## src/rtl/stream_mux_rr.sv

```systemverilog
// stream_mux_rr: packet-locked N-channel stream mux, fixed or round-robin select, registered output.
// The selection is held for a whole in_last-delimited packet; the output register drains and reloads in one cycle.
module stream_mux_rr #(
  parameter int NCH = 16,
  parameter int DW  = 8,
  parameter int SW  = $clog2(NCH)
) (
  input  logic              clk,
  input  logic              rst_n,
  input  logic              mode,
  input  logic [SW-1:0]     sel,
  input  logic [NCH-1:0]    in_valid,
  input  logic [NCH*DW-1:0] in_data,
  input  logic [NCH-1:0]    in_last,
  output logic [NCH-1:0]    in_ready,
  output logic              out_valid,
  output logic [DW-1:0]     out_data,
  output logic              out_last,
  input  logic              out_ready,
  output logic [SW-1:0]     grant,
  output logic              busy
);
  logic [SW-1:0] ptr_q, ptr_d, lock_q, lock_d, grant_q, grant_d, rr_c, c, idx;
  logic          rr_hit, ok, load_en, xfer;
  logic          out_valid_q, out_valid_d, out_last_q, out_last_d, busy_q, busy_d;
  logic [DW-1:0] out_data_q, out_data_d;
  // Scan from farthest to nearest so the first valid channel after ptr wins.
  always_comb begin
    rr_c = '0;
    rr_hit = 1'b0;
    idx = '0;
    for (int i = NCH; i >= 1; i--) begin
      idx = ptr_q + SW'(i);
      if (in_valid[idx]) begin
        rr_c = idx;
        rr_hit = 1'b1;
      end
    end
  end
  assign load_en  = !out_valid_q || out_ready;
  assign c        = busy_q ? lock_q : (mode ? rr_c : sel);
  assign ok       = rst_n && load_en && (busy_q || !mode || rr_hit);
  assign in_ready = {{(NCH-1){1'b0}}, ok} << c;
  assign xfer     = in_valid[c] && in_ready[c];
  always_comb begin
    out_valid_d = xfer ? 1'b1 : (load_en ? 1'b0 : out_valid_q);
    out_data_d  = xfer ? in_data[c*DW +: DW] : out_data_q;
    out_last_d  = xfer ? in_last[c] : out_last_q;
    grant_d     = xfer ? c : grant_q;
    busy_d      = xfer ? !in_last[c] : busy_q;
    lock_d      = xfer ? c : lock_q;
    ptr_d       = (xfer && in_last[c]) ? c : ptr_q;
  end
  always_ff @(posedge clk) begin
    if (!rst_n) begin
      out_valid_q <= 1'b0;
      out_data_q  <= '0;
      out_last_q  <= 1'b0;
      grant_q     <= '0;
      busy_q      <= 1'b0;
      lock_q      <= '0;
      ptr_q       <= SW'(NCH-1);
    end else begin
      out_valid_q <= out_valid_d;
      out_data_q  <= out_data_d;
      out_last_q  <= out_last_d;
      grant_q     <= grant_d;
      busy_q      <= busy_d;
      lock_q      <= lock_d;
      ptr_q       <= ptr_d;
    end
  end
  assign out_valid = out_valid_q;
  assign out_data  = out_data_q;
  assign out_last  = out_last_q;
  assign grant     = grant_q;
  assign busy      = busy_q;
endmodule

```

## config.mk

```make
export PLATFORM = sky130hd
export DESIGN_NAME = stream_mux_rr
export DESIGN_NICKNAME = d
export VERILOG_FILES = /design/src/rtl/stream_mux_rr.sv
export SDC_FILE = /design/constraint.sdc
export NUM_CORES = 1
export LEC_CHECK = 0
export CORE_ASPECT_RATIO = 0.7
export CORE_MARGIN = 10
export CORE_UTILIZATION = 35
export CTS_CLUSTER_DIAMETER = 200
export DETAILED_ROUTE_END_ITERATION = 7
export PLACE_DENSITY = 0.68
export SLEW_MARGIN = 15
export SYNTH_ARGS = -nofsm -noshare
export SYNTH_HDL_FRONTEND = slang
export SYNTH_SLANG_ARGS = --single-unit
```

## constraint.sdc

```tcl
create_clock -name clk -period 8.25 [get_ports clk]
set_input_delay 1.65 -clock clk [delete_from_list [all_inputs] [get_ports clk]]
set_output_delay 1.65 -clock clk [all_outputs]
set_load 0.01 [all_outputs]
```

==> impl_results.md <==
- Count of cell types in the netlist: 75
- F_max: ~130 MHz
- Multi-input combinational cell area: 0.00409 mm^2
- CTS Root Cell: clkbuf_16
- Clock Pin Slew Worst Setup and Hold Paths: about 0.060 ns
- Routed vias/inst: roughly 6.1
- Max_cap viols: 0
- Crit path max fanout: 8
- Worst-Margin Slew: approximately 0.96 ns
- Finish-stage setup viols: 0
- Worst slew margin: ~35%
- Critical Path AT: between 6 and 7 ns
- Share of cells above drive strength 1: 10.6%
- Gr usage total: between 20% and 30%
- Sink Count: 19
- CTS buffer count: 3
- Crit. End Element: output port
- Nets@finish: 943
- GP Congestion: between 1 and 1.5
- Routed length per instance: 24.0 um
- Drt drc: 0
- Type of the worst min-delay path: reg2reg
- Core Footprint: between 0.01 and 0.015 mm^2
- Post-synthesis sequential area ratio: under 10%
- Top_reg_cell synth: dfxtp_1
- Inst Count DP: 948
- Max VDD drop: a little under 0.0004 V
- P_int: around 1500 uW
- Crit path required time: between 6 and 7 ns
- Fin crit share: slightly above 90%
- Logic pwr share: between 90% and 100%
- Share of power burned in registers: 4.5%
- CTS tree: yes
- Die span in x: about 160 um
- Worst setup margin: ~0.54 ns
- Starting Density: ~36%
- Row count: 35
- Pre-CTS setup slack: around 0.66 ns
- CTS resizes: 0
- PortBufs: between 150 and 200
- Post-route antenna net violation count: 0
- Switching Fraction: between 50% and 60%
- Clock Path Buffers: 2
- Post-CTS Setup Bufs: 0
- Syn avg cell area: around 8.0 um^2
- Synth Net Count: 769
- Routed via count: 5829
- Post-Syn Area: 0.00475 mm^2
- Ant diodes: 0
- Vias in the first global route: 5720
- Total Neg Setup Slack: 0 ns
- Reg2Reg Launch Point: ptr_q[0]
- Final Cell Area: between 0.006 and 0.007 mm^2
- Status: completed
- Minimum clock period: 7.71 ns
- Total die area: about 0.019 mm^2
- I/O pins: approximately 200
- RSZ-0062 raised after global routing: false
- Flops & latches, synth: 19
- Worst Path Buf+Inv: 2
- Slew Limit Fails: 0
- Initial DRC count: 615
- Critical path launch point type: input port
- Placed inst area: roughly 0.007 mm^2
- Crit path from: in_valid[5]
- H-tree depth: 1
- Highest-delay cell along the critical path: mux4_2
- Congestion Overflow GR: 0
- First-pass GRT wire length: between 30000 and 40000 um
- HPWL after detailed placement: 19000 um
- Drt total wl: approximately 23000 um
- Non-Filler Instances: 952
- Largest net degree at the start of global routing: 73
- Seq. cell area: ~380 um^2
- Leakage power: ~0.0025 uW
- Hold Buf Count CTS: 0
- Synth async-reset ratio: 0%
- Sw Pwr: about 2200 uW
- Drt first pass iters: 6
- CP Class: in2out
- Final Hold Fails: 0
- FILL cells: 1261
- Chip height: between 100 and 150 um
- Number of synthesized flops with an enable pin: 0
- YS warnings: 0
- CP top delay family: simple AND/OR/NAND/NOR gates
- Initial antenna violation count: 0
- Syn-to-layout area delta: 45.8%
- Cells after Synth: 594
- Power density cells: around 530 mW/mm^2
- CP peak stage delay: 0.60 ns
- CP Cell Sequence: clkdlybuf4s50_1 > mux4_2 > mux2i_1 > mux2i_1 > nor2b_1 > or3_1 > a221oi_1 > o21a_1 > nand2_4 > or3_1 > nor2_1 > clkdlybuf4s50_1
- Worst-skew pair later-pin latency: 0.25 ns
- Worst clock skew: about 0.0035 ns
- HP Start: out_data[7]
- Clk network pwr share: between 2 and 3%
-- state kept, by name (all words and copies together) (netlist names) --
signal	count
out_valid	1
out_data	8
ptr_q	4
grant	4
out_last	1
busy	1
-- layout make-up --
| cell class | count | area share [%] |
|---|---|---|
| clock buffers | 3 | 1.08 |
| multi-input cells | 519 | 59.0 |
| flip-flops and latches | 19 | 5.49 |
| clock inverters | 1 | 0.0722 |
| repair buffers | 216 | 30.5 |
| inverters | 9 | 0.487 |
| well taps | 185 | 3.34 |
-- synth_stat cells, types with 3 or more instances --
master     count  area share, %
and2_1         5           0.66
a21oi_1       53            5.6
inv_1          7           0.55
nand2b_1       6           0.79
a32oi_1        4           0.74
a21o_1         4           0.63
o21ai_1        5           0.53
o2111ai_1      4           0.74
o21a_1         7            1.1
nor2b_1        7           0.92
nor3_1         4           0.42
buf_2         12            1.3
a221oi_1      33            6.1
buf_1          4           0.32
or3_1          4           0.53
mux4_2        30             14
o22ai_1        5           0.66
o221ai_1       3           0.55
nor2_1        53            4.2
or2_2          3           0.39
nand4_1        3           0.39
o21ai_0       24            2.5
mux2i_1       80             17
ha_1           7            1.8
buf_6          5            1.2
a31oi_1       10            1.3
nand2_1       62            4.9
a211oi_1      11            1.7
nand3_1       13            1.4
dfxtp_1       19            8.0
o31a_1         3           0.55
mux2_2         8            1.9
buf_4          6           0.95
nor4_1         8            1.1
o211ai_1       4           0.63
xnor2_1        8            1.5
clkbuf_1      19            1.5
-- routing by layer --
layer | track usage [%] | share of wire, % | wire length (um) | up-vias
met5 | 0 | 0 | 0 | -
met4 | 2.31 | 0.82 | 187 | 0
met3 | 6.36 | 11 | 2450 | 16
met2 | 35.1 | 45 | 10200 | 334
met1 | 32.1 | 44 | 10000 | 2798
li1 | - | - | - | 2681
-- kinds of logic after synthesis --
| kind of cell | after synthesis | share of synthesized area (%) |
|---|---|---|
| xor gates and xnor gates | 14 | 3.21 |
| buffers and inverters | 56 | 6.24 |
| muxes | 119 | 33.4 |
| AOI/OAI and AO/OA | 194 | 28.5 |
| DFF | 19 | 8.00 |
| adders and majority gates | 7 | 1.84 |
| and+or+nand+nor | 185 | 18.8 |
-- metrics by stage --
stage                     utilization, %  power [uW]  hold slack [ns]
after floorplan                        -        2630            0.511
after global placement              51.8        3500            0.488
after detailed placement            51.8        3530            0.496
after CTS                           52.4        3650            0.506
after global routing                52.4        3990            0.543
final                               52.4        3710            0.506
-- worst reg2reg max path: stages (launching register included) --
cell       delay (ns)
dfxtp_1          0.34
clkinv_1         0.11
ha_1             0.94
mux4_2           0.70
mux4_2           0.61
or3_4            0.43
a2111oi_4        0.28
o21ai_2          0.25
nand2_4          0.15
buf_4            0.72
mux2i_1          0.23
mux4_2           0.54
nor3_4           0.28
o21a_1           0.21
a31oi_1          0.05
-- path summary, 6_finish.rpt --
kind | slack, ns | cells after the start | to
setup / recovery | 0.54 | 12 | in_ready[13]
hold / removal | 0.51 | 2 | out_data[7]
setup reg to reg | 2.30 | 14 | ptr_q[0]
hold reg to reg | 0.51 | 2 | out_data[7]
-- power by group through the flow --
stage | clock, uW | combinational, uW | sequential [uW]
after global placement | 0 | 3340 | 166
after CTS | 102 | 3380 | 166
after detailed placement | 0 | 3360 | 167
after global routing | 108 | 3710 | 171
final | 100 | 3440 | 167
after floorplan | 0 | 2470 | 162
-- placed cells by master (no fill, tap or decap), types with 3 or more instances in the layout --
cell / netlist / final
o221ai_1: 3 / 3
o21a_1: 7 / 7
o2111ai_1: 4 / 4
or2_2: 3 / 3
xnor2_1: 8 / 8
or3_1: 4 / 4
o31a_1: 3 / 3
and2_1: 5 / 5
nor2b_1: 7 / 7
clkdlybuf4s50_1: 0 / 198
dfxtp_1: 19 / 19
buf_4: 6 / 18
a21oi_1: 53 / 53
o21ai_1: 5 / 5
o211ai_1: 4 / 4
mux2_2: 8 / 8
nor2_1: 53 / 53
nand2_1: 62 / 62
o22ai_1: 5 / 5
ha_1: 7 / 7
clkbuf_16: 0 / 3
nor3_1: 4 / 4
mux4_2: 30 / 30
a32oi_1: 4 / 4
nor4_1: 8 / 8
a221oi_1: 33 / 33
mux2i_1: 80 / 80
o21ai_0: 24 / 24
a21o_1: 4 / 4
nand2b_1: 6 / 6
nand4_1: 3 / 3
a211oi_1: 11 / 11
inv_1: 7 / 7
nand3_1: 13 / 13
a31oi_1: 10 / 10
(Power assumes the default switching activity.)
